[src/rtl/punc_control_unit.sv]
// PUNC control unit: Moore FSM sequencing fetch, decode and up to
// three execute states for the LC-3 style instruction set.
module punc_control_unit #(
    parameter bit HALT_ON_RESERVED = 1'b1
) (
    input  logic        clk,
    input  logic        rst,
    input  logic [15:0] ir,
    output logic        halted,
    output logic        ir_ld,
    output logic        pc_clr,
    output logic        pc_up,
    output logic        pc_ld,
    output logic        jmp_ret_jsrr,
    output logic        mem_wr_en,
    output logic [2:0]  mem_r_addr_sel,
    output logic        state2_sti,
    output logic        str,
    output logic        rf_wr_en,
    output logic [2:0]  rf_wr_addr,
    output logic [2:0]  rf_r_addr_0,
    output logic [2:0]  rf_r_addr_1,
    output logic [1:0]  rf_w_data_sel,
    output logic [1:0]  alu_sel,
    output logic        add_const,
    output logic [3:0]  sext_select,
    output logic [10:0] const_n,
    output logic        cc_en,
    output logic        n,
    output logic        z,
    output logic        p
);

    typedef enum logic [2:0] {
        INIT, FETCH, DECODE, EX1, EX2, EX3, HALT
    } state_t;

    localparam logic [3:0] OP_BR  = 4'h0;
    localparam logic [3:0] OP_ADD = 4'h1;
    localparam logic [3:0] OP_LD  = 4'h2;
    localparam logic [3:0] OP_ST  = 4'h3;
    localparam logic [3:0] OP_JSR = 4'h4;
    localparam logic [3:0] OP_AND = 4'h5;
    localparam logic [3:0] OP_LDR = 4'h6;
    localparam logic [3:0] OP_STR = 4'h7;
    localparam logic [3:0] OP_RS0 = 4'h8;
    localparam logic [3:0] OP_NOT = 4'h9;
    localparam logic [3:0] OP_LDI = 4'hA;
    localparam logic [3:0] OP_STI = 4'hB;
    localparam logic [3:0] OP_JMP = 4'hC;
    localparam logic [3:0] OP_RS1 = 4'hD;
    localparam logic [3:0] OP_LEA = 4'hE;
    localparam logic [3:0] OP_HLT = 4'hF;

    state_t state, state_nx;

    logic [3:0] op;
    logic [2:0] dr;
    logic [2:0] base;
    logic       go_halt;

    assign op   = ir[15:12];
    assign dr   = ir[11:9];
    assign base = ir[8:6];
    assign go_halt = (op == OP_HLT) ||
        (HALT_ON_RESERVED && (op == OP_RS0 || op == OP_RS1));

    // State register; reset forces INIT at once, even mid-instruction
    always_ff @(posedge clk or posedge rst) begin
        if (rst) state <= INIT;
        else     state <= state_nx;
    end

    // Next-state and Moore outputs from state plus the held IR
    always_comb begin
        state_nx       = state;
        halted         = 1'b0;
        ir_ld          = 1'b0;
        pc_clr         = 1'b0;
        pc_up          = 1'b0;
        pc_ld          = 1'b0;
        jmp_ret_jsrr   = 1'b0;
        mem_wr_en      = 1'b0;
        mem_r_addr_sel = 3'd0;
        state2_sti     = 1'b0;
        str            = 1'b0;
        rf_wr_en       = 1'b0;
        rf_wr_addr     = 3'd0;
        rf_r_addr_0    = 3'd0;
        rf_r_addr_1    = 3'd0;
        rf_w_data_sel  = 2'd0;
        alu_sel        = 2'd0;
        add_const      = 1'b0;
        sext_select    = 4'b0000;
        const_n        = 11'd0;
        cc_en          = 1'b0;
        n              = 1'b0;
        z              = 1'b0;
        p              = 1'b0;
        unique case (state)
            INIT: begin
                pc_clr   = 1'b1;
                state_nx = FETCH;
            end
            FETCH: begin
                ir_ld    = 1'b1;
                pc_up    = 1'b1;
                state_nx = DECODE;
            end
            DECODE: state_nx = go_halt ? HALT : EX1;
            EX1: begin
                state_nx = FETCH;
                case (op)
                    OP_ADD, OP_AND, OP_NOT: begin
                        rf_r_addr_0 = base;
                        rf_r_addr_1 = ir[2:0];
                        alu_sel     = (op == OP_ADD) ? 2'd1 :
                                      (op == OP_AND) ? 2'd2 : 2'd3;
                        rf_wr_en    = 1'b1;
                        rf_wr_addr  = dr;
                        cc_en       = 1'b1;
                        if (op != OP_NOT) begin
                            add_const   = ir[5];
                            sext_select = 4'b1000;
                            const_n     = {6'd0, ir[4:0]};
                        end
                    end
                    OP_BR: begin
                        {n, z, p}   = ir[11:9];
                        sext_select = 4'b0010;
                        const_n     = {2'd0, ir[8:0]};
                    end
                    OP_JMP: begin
                        rf_r_addr_0  = base;
                        jmp_ret_jsrr = 1'b1;
                        pc_ld        = 1'b1;
                    end
                    OP_JSR: begin
                        rf_wr_en      = 1'b1;
                        rf_wr_addr    = 3'd7;
                        rf_w_data_sel = 2'd1;
                        pc_ld         = 1'b1;
                        if (ir[11]) begin
                            sext_select = 4'b0001;
                            const_n     = ir[10:0];
                        end else begin
                            rf_r_addr_0  = base;
                            jmp_ret_jsrr = 1'b1;
                        end
                    end
                    OP_LD, OP_LEA: begin
                        state_nx      = EX2;
                        sext_select   = 4'b0010;
                        const_n       = {2'd0, ir[8:0]};
                        rf_wr_en      = 1'b1;
                        rf_wr_addr    = dr;
                        mem_r_addr_sel = (op == OP_LD) ? 3'd1 : 3'd0;
                        rf_w_data_sel = (op == OP_LD) ? 2'd2 : 2'd3;
                    end
                    OP_LDR: begin
                        state_nx       = EX2;
                        mem_r_addr_sel = 3'd4;
                        rf_r_addr_0    = base;
                        alu_sel        = 2'd1;
                        add_const      = 1'b1;
                        sext_select    = 4'b0100;
                        const_n        = {5'd0, ir[5:0]};
                        rf_wr_en       = 1'b1;
                        rf_wr_addr     = dr;
                        rf_w_data_sel  = 2'd2;
                    end
                    OP_LDI, OP_STI: begin
                        state_nx       = EX2;
                        mem_r_addr_sel = 3'd1;
                        sext_select    = 4'b0010;
                        const_n        = {2'd0, ir[8:0]};
                    end
                    OP_ST: begin
                        rf_r_addr_0 = dr;
                        sext_select = 4'b0010;
                        const_n     = {2'd0, ir[8:0]};
                        mem_wr_en   = 1'b1;
                    end
                    OP_STR: begin
                        str         = 1'b1;
                        rf_r_addr_0 = base;
                        rf_r_addr_1 = dr;
                        add_const   = 1'b1;
                        sext_select = 4'b0100;
                        const_n     = {5'd0, ir[5:0]};
                        alu_sel     = 2'd1;
                        mem_wr_en   = 1'b1;
                    end
                    default: ;
                endcase
            end
            EX2: begin
                state_nx = FETCH;
                case (op)
                    OP_LD, OP_LDR, OP_LEA: begin
                        rf_r_addr_0 = dr;
                        cc_en       = 1'b1;
                    end
                    OP_LDI: begin
                        state_nx       = EX3;
                        mem_r_addr_sel = 3'd2;
                        rf_wr_en       = 1'b1;
                        rf_wr_addr     = dr;
                        rf_w_data_sel  = 2'd2;
                    end
                    OP_STI: begin
                        state2_sti  = 1'b1;
                        rf_r_addr_0 = dr;
                        mem_wr_en   = 1'b1;
                    end
                    default: ;
                endcase
            end
            EX3: begin
                state_nx    = FETCH;
                rf_r_addr_0 = dr;
                cc_en       = 1'b1;
            end
            HALT: halted = 1'b1;
            default: state_nx = INIT;
        endcase
    end

endmodule
[config.mk]
export PLATFORM = sky130hd
export DESIGN_NAME = punc_control_unit
export DESIGN_NICKNAME = d
export VERILOG_FILES = /design/src/rtl/punc_control_unit.sv
export SDC_FILE = /design/constraint.sdc
export NUM_CORES = 1
export LEC_CHECK = 0
export CORE_ASPECT_RATIO = 0.8
export CORE_MARGIN = 8
export CORE_UTILIZATION = 36
export DETAILED_ROUTE_END_ITERATION = 8
export PLACE_DENSITY = 0.79
export SETUP_SLACK_MARGIN = 0.02
export SLEW_MARGIN = 10
export SYNTH_ARGS = -nofsm -noshare
export SYNTH_HDL_FRONTEND = slang
export SYNTH_SLANG_ARGS = --single-unit
export TNS_END_PERCENT = 50
[constraint.sdc]
create_clock -name clk -period 1.89 [get_ports clk]
set_input_delay 0.4725 -clock clk [delete_from_list [all_inputs] [get_ports clk]]
set_output_delay 0.4725 -clock clk [all_outputs]
set_load 0.005 [all_outputs]
==> metrics <==
Setup Skew roughly 16 ps; Most common cell on crit path buf_6; number of flops mapped to enable cells by yosys 0; Antenna Cells 0; r2r setup slk approximately 440 ps; initial antenna violation count 0; DRT met1 WL 2736 um; period utilization 122.6%; Max Buffers Root-to-Sink 2; effective utilization at floorplan roughly 37%; CP Max Fanout 4; startpoint types register; vias in the first global route ~1800; Post-DP Area around 1900 um2; Netlist cell types a little over 50; placed insts 275; setup ws final -426.6 ps; DIE HEIGHT 62.63 um; H-tree levels 1; Non-Filler Instances ~310; number of max-cap violations 0; Synth Register Bits 3; chip width between 70 and 80 um; First-pass DRT Iterations 4; most frequent cells in the layout buf_4, buf_6, buf_2; Tightest Pin Transition ~330 ps; first-pass GRT wire length between 9000 and 10000 um; Slew Viols, Final 0; WL met2 approximately 3400 um; top_reg_cell synth dfrtp_1; DP HPWL ~3600 um; syn_area_per_cell 7.039 um2; Max-slew headroom just under 80%; wire length per cell approximately 24 um; syn nets approximately 160; violated checks negative setup slack; max frequency around 0.43 GHz; core box area 2680 um2; Worst EP arrival approximately 1800 ps; CP required around 1400 ps; Clock Sinks 3; root buffer cell clkbuf_4; post-layout min period 2317 ps; Yosys top cell by area a21oi_1; max reg flops 3; GP Congestion 0.8739; GRT Resource Usage Total 25.38%; # DRC 0; Synth area leaders a21oi_1, dfrtp_1, and2_1; TritonCTS buffer count 3; I/O pin count 64; gr ovfl total 0; I/O Buffers between 60 and 70; Reg with most FFs state; final hold vios 0; die area between 4000 and 5000 um2; TritonCTS clock tree yes; Post-DRT Antenna Nets 0; Core Rows 17; Crit. End Element output port; top flop regs state: 3 flops; share of layout cells above drive strength 1 74.82%; latest clock arrival within the worst-skew pair about 260 ps; Vias per Instance roughly 6.1; register area share after synthesis under 10%; Crit Path Class reg -> out; post-synthesis async set-or-reset flop share 100.0%; Post-Syn Instances between 100 and 150; DR top layer met4; via count about 1900; largest net degree at the start of global routing 12; Leakage Power 0.001252 uW; drt total wl roughly 7500 um; area added between synthesis and finish 154.2%; post-route cell area 2487 um2; First DRT Iteration DRCs about 210; largest delay contributor family on the critical path buffers and inverters; clock slew at reported path FFs approximately 50 ps; Yosys warning total 0; Final setup viols 42; type of the most critical hold path in -> async; Post-Syn Area a little under 1000 um2; RSZ-0062 raised after global routing true; critical-path cell list nand3b_4 -> buf_6 -> a221oi_4 -> buf_6 -> buf_6 -> and2_4 -> buf_6; Critical path buffers and inverters 4; top cell type's share of synthesized area ~8.2%; most common cell after layout, fill and taps aside buf_4; worst stage delay on the critical path approximately 440 ps; Fill cells ~100; DR WL met3 between 800 and 900 um; # nets final ~290; VDD IR max 815.7 uV; Power Density slightly below 800 nW/um2; run status complete, but fails checks; slowest CP cell dfrtp_2; Pwr Total between 1500 and 2000 uW
## layout make-up
type / count / area [um2] / share of cell area (%)
tap: 38 / 47.55 / 1.911
clock buffer: 4 / 26.28 / 1.056
inverter: 7 / 28.78 / 1.157
timing repair buffer: 144 / 1244 / 50.00
multi-input combinational: 116 / 1062 / 42.71
sequential: 3 / 78.83 / 3.169
## power breakdown
part	leakage (uW)	switching [uW]	total (uW)	internal (uW)
registers	0.0000333	55.4	156	101
logic	0.00120	794	1670	879
clock network	0.0000150	48.2	128	80.0
## cells by family (layout without fill, tap and decap cells)
| family | count (synthesis) | count (layout) | share of synthesized area (%) |
|---|---|---|---|
| AO/OA/AOI/OAI | 41 | 41 | 29.80 |
| XOR/XNOR | 1 | 1 | 0.8953 |
| buffers and inverters | 20 | 155 | 12.66 |
| flip-flops | 3 | 3 | 7.672 |
| AND/OR/NAND/NOR | 74 | 74 | 48.98 |
## synth_stat cells, drive strengths merged, types with 2 or more instances
cell type,n
and2b,2
or3,2
nand2b,9
nand3,2
inv,7
nand2,11
nor3,5
o21ai,5
a211oi,2
nor2,15
a22o,4
and3,6
dfrtp,3
nor4,3
and3b,2
a21oi,17
nor2b,2
and2,10
buf,13
## layer usage
metal | vias up | global-route usage (%)
li1 | 770 | -
met1 | 892 | 28.35
met3 | 55 | 7.853
met4 | 0 | 15.12
met2 | 190 | 40.68
met5 | - | 0
## final timing paths
check | from | to | cells past startpoint
worst min-delay path | rst | state[2]$_DFFE_PP0N_ | 2
worst max-delay path | state[2]$_DFFE_PP0N_ | const_n[1] | 7
worst max register to register | state[1]$_DFFE_PP0N_ | state[2]$_DFFE_PP0N_ | 5
min in group clk | state[1]$_DFFE_PP0N_ | state[1]$_DFFE_PP0N_ | 3
worst min register to register | state[1]$_DFFE_PP0N_ | state[1]$_DFFE_PP0N_ | 3
max in group asynchronous | rst | state[1]$_DFFE_PP0N_ | 2
## metrics by stage
stage | setup TNS (ps) | setup slack (ps) | hold WS [ps] | utilization, %
6_report | -10500 | -426.6 | 411.1 | 92.81
2_1_floorplan | 0 | 20.95 | 226.1 | -
5_1_grt | -11650 | -460.0 | 425.1 | 92.81
4_1_cts | -8144 | -407.3 | 404.9 | 83.19
3_3_place_gp | -37200 | -976.0 | 642.8 | 71.62
3_5_place_dp | -39050 | -1056 | 661.0 | 71.62
## timing repair
action                                  in CTS  in global routing
endpoints found under the setup margin      47                 46
cloned                                       0                  0
pin swaps                                   31                 23
gates resized for setup                    239                 84
setup buffers                               29                  9
hold buffers                                 0                  0
No activity file was read; power rests on OpenSTA's default activity.
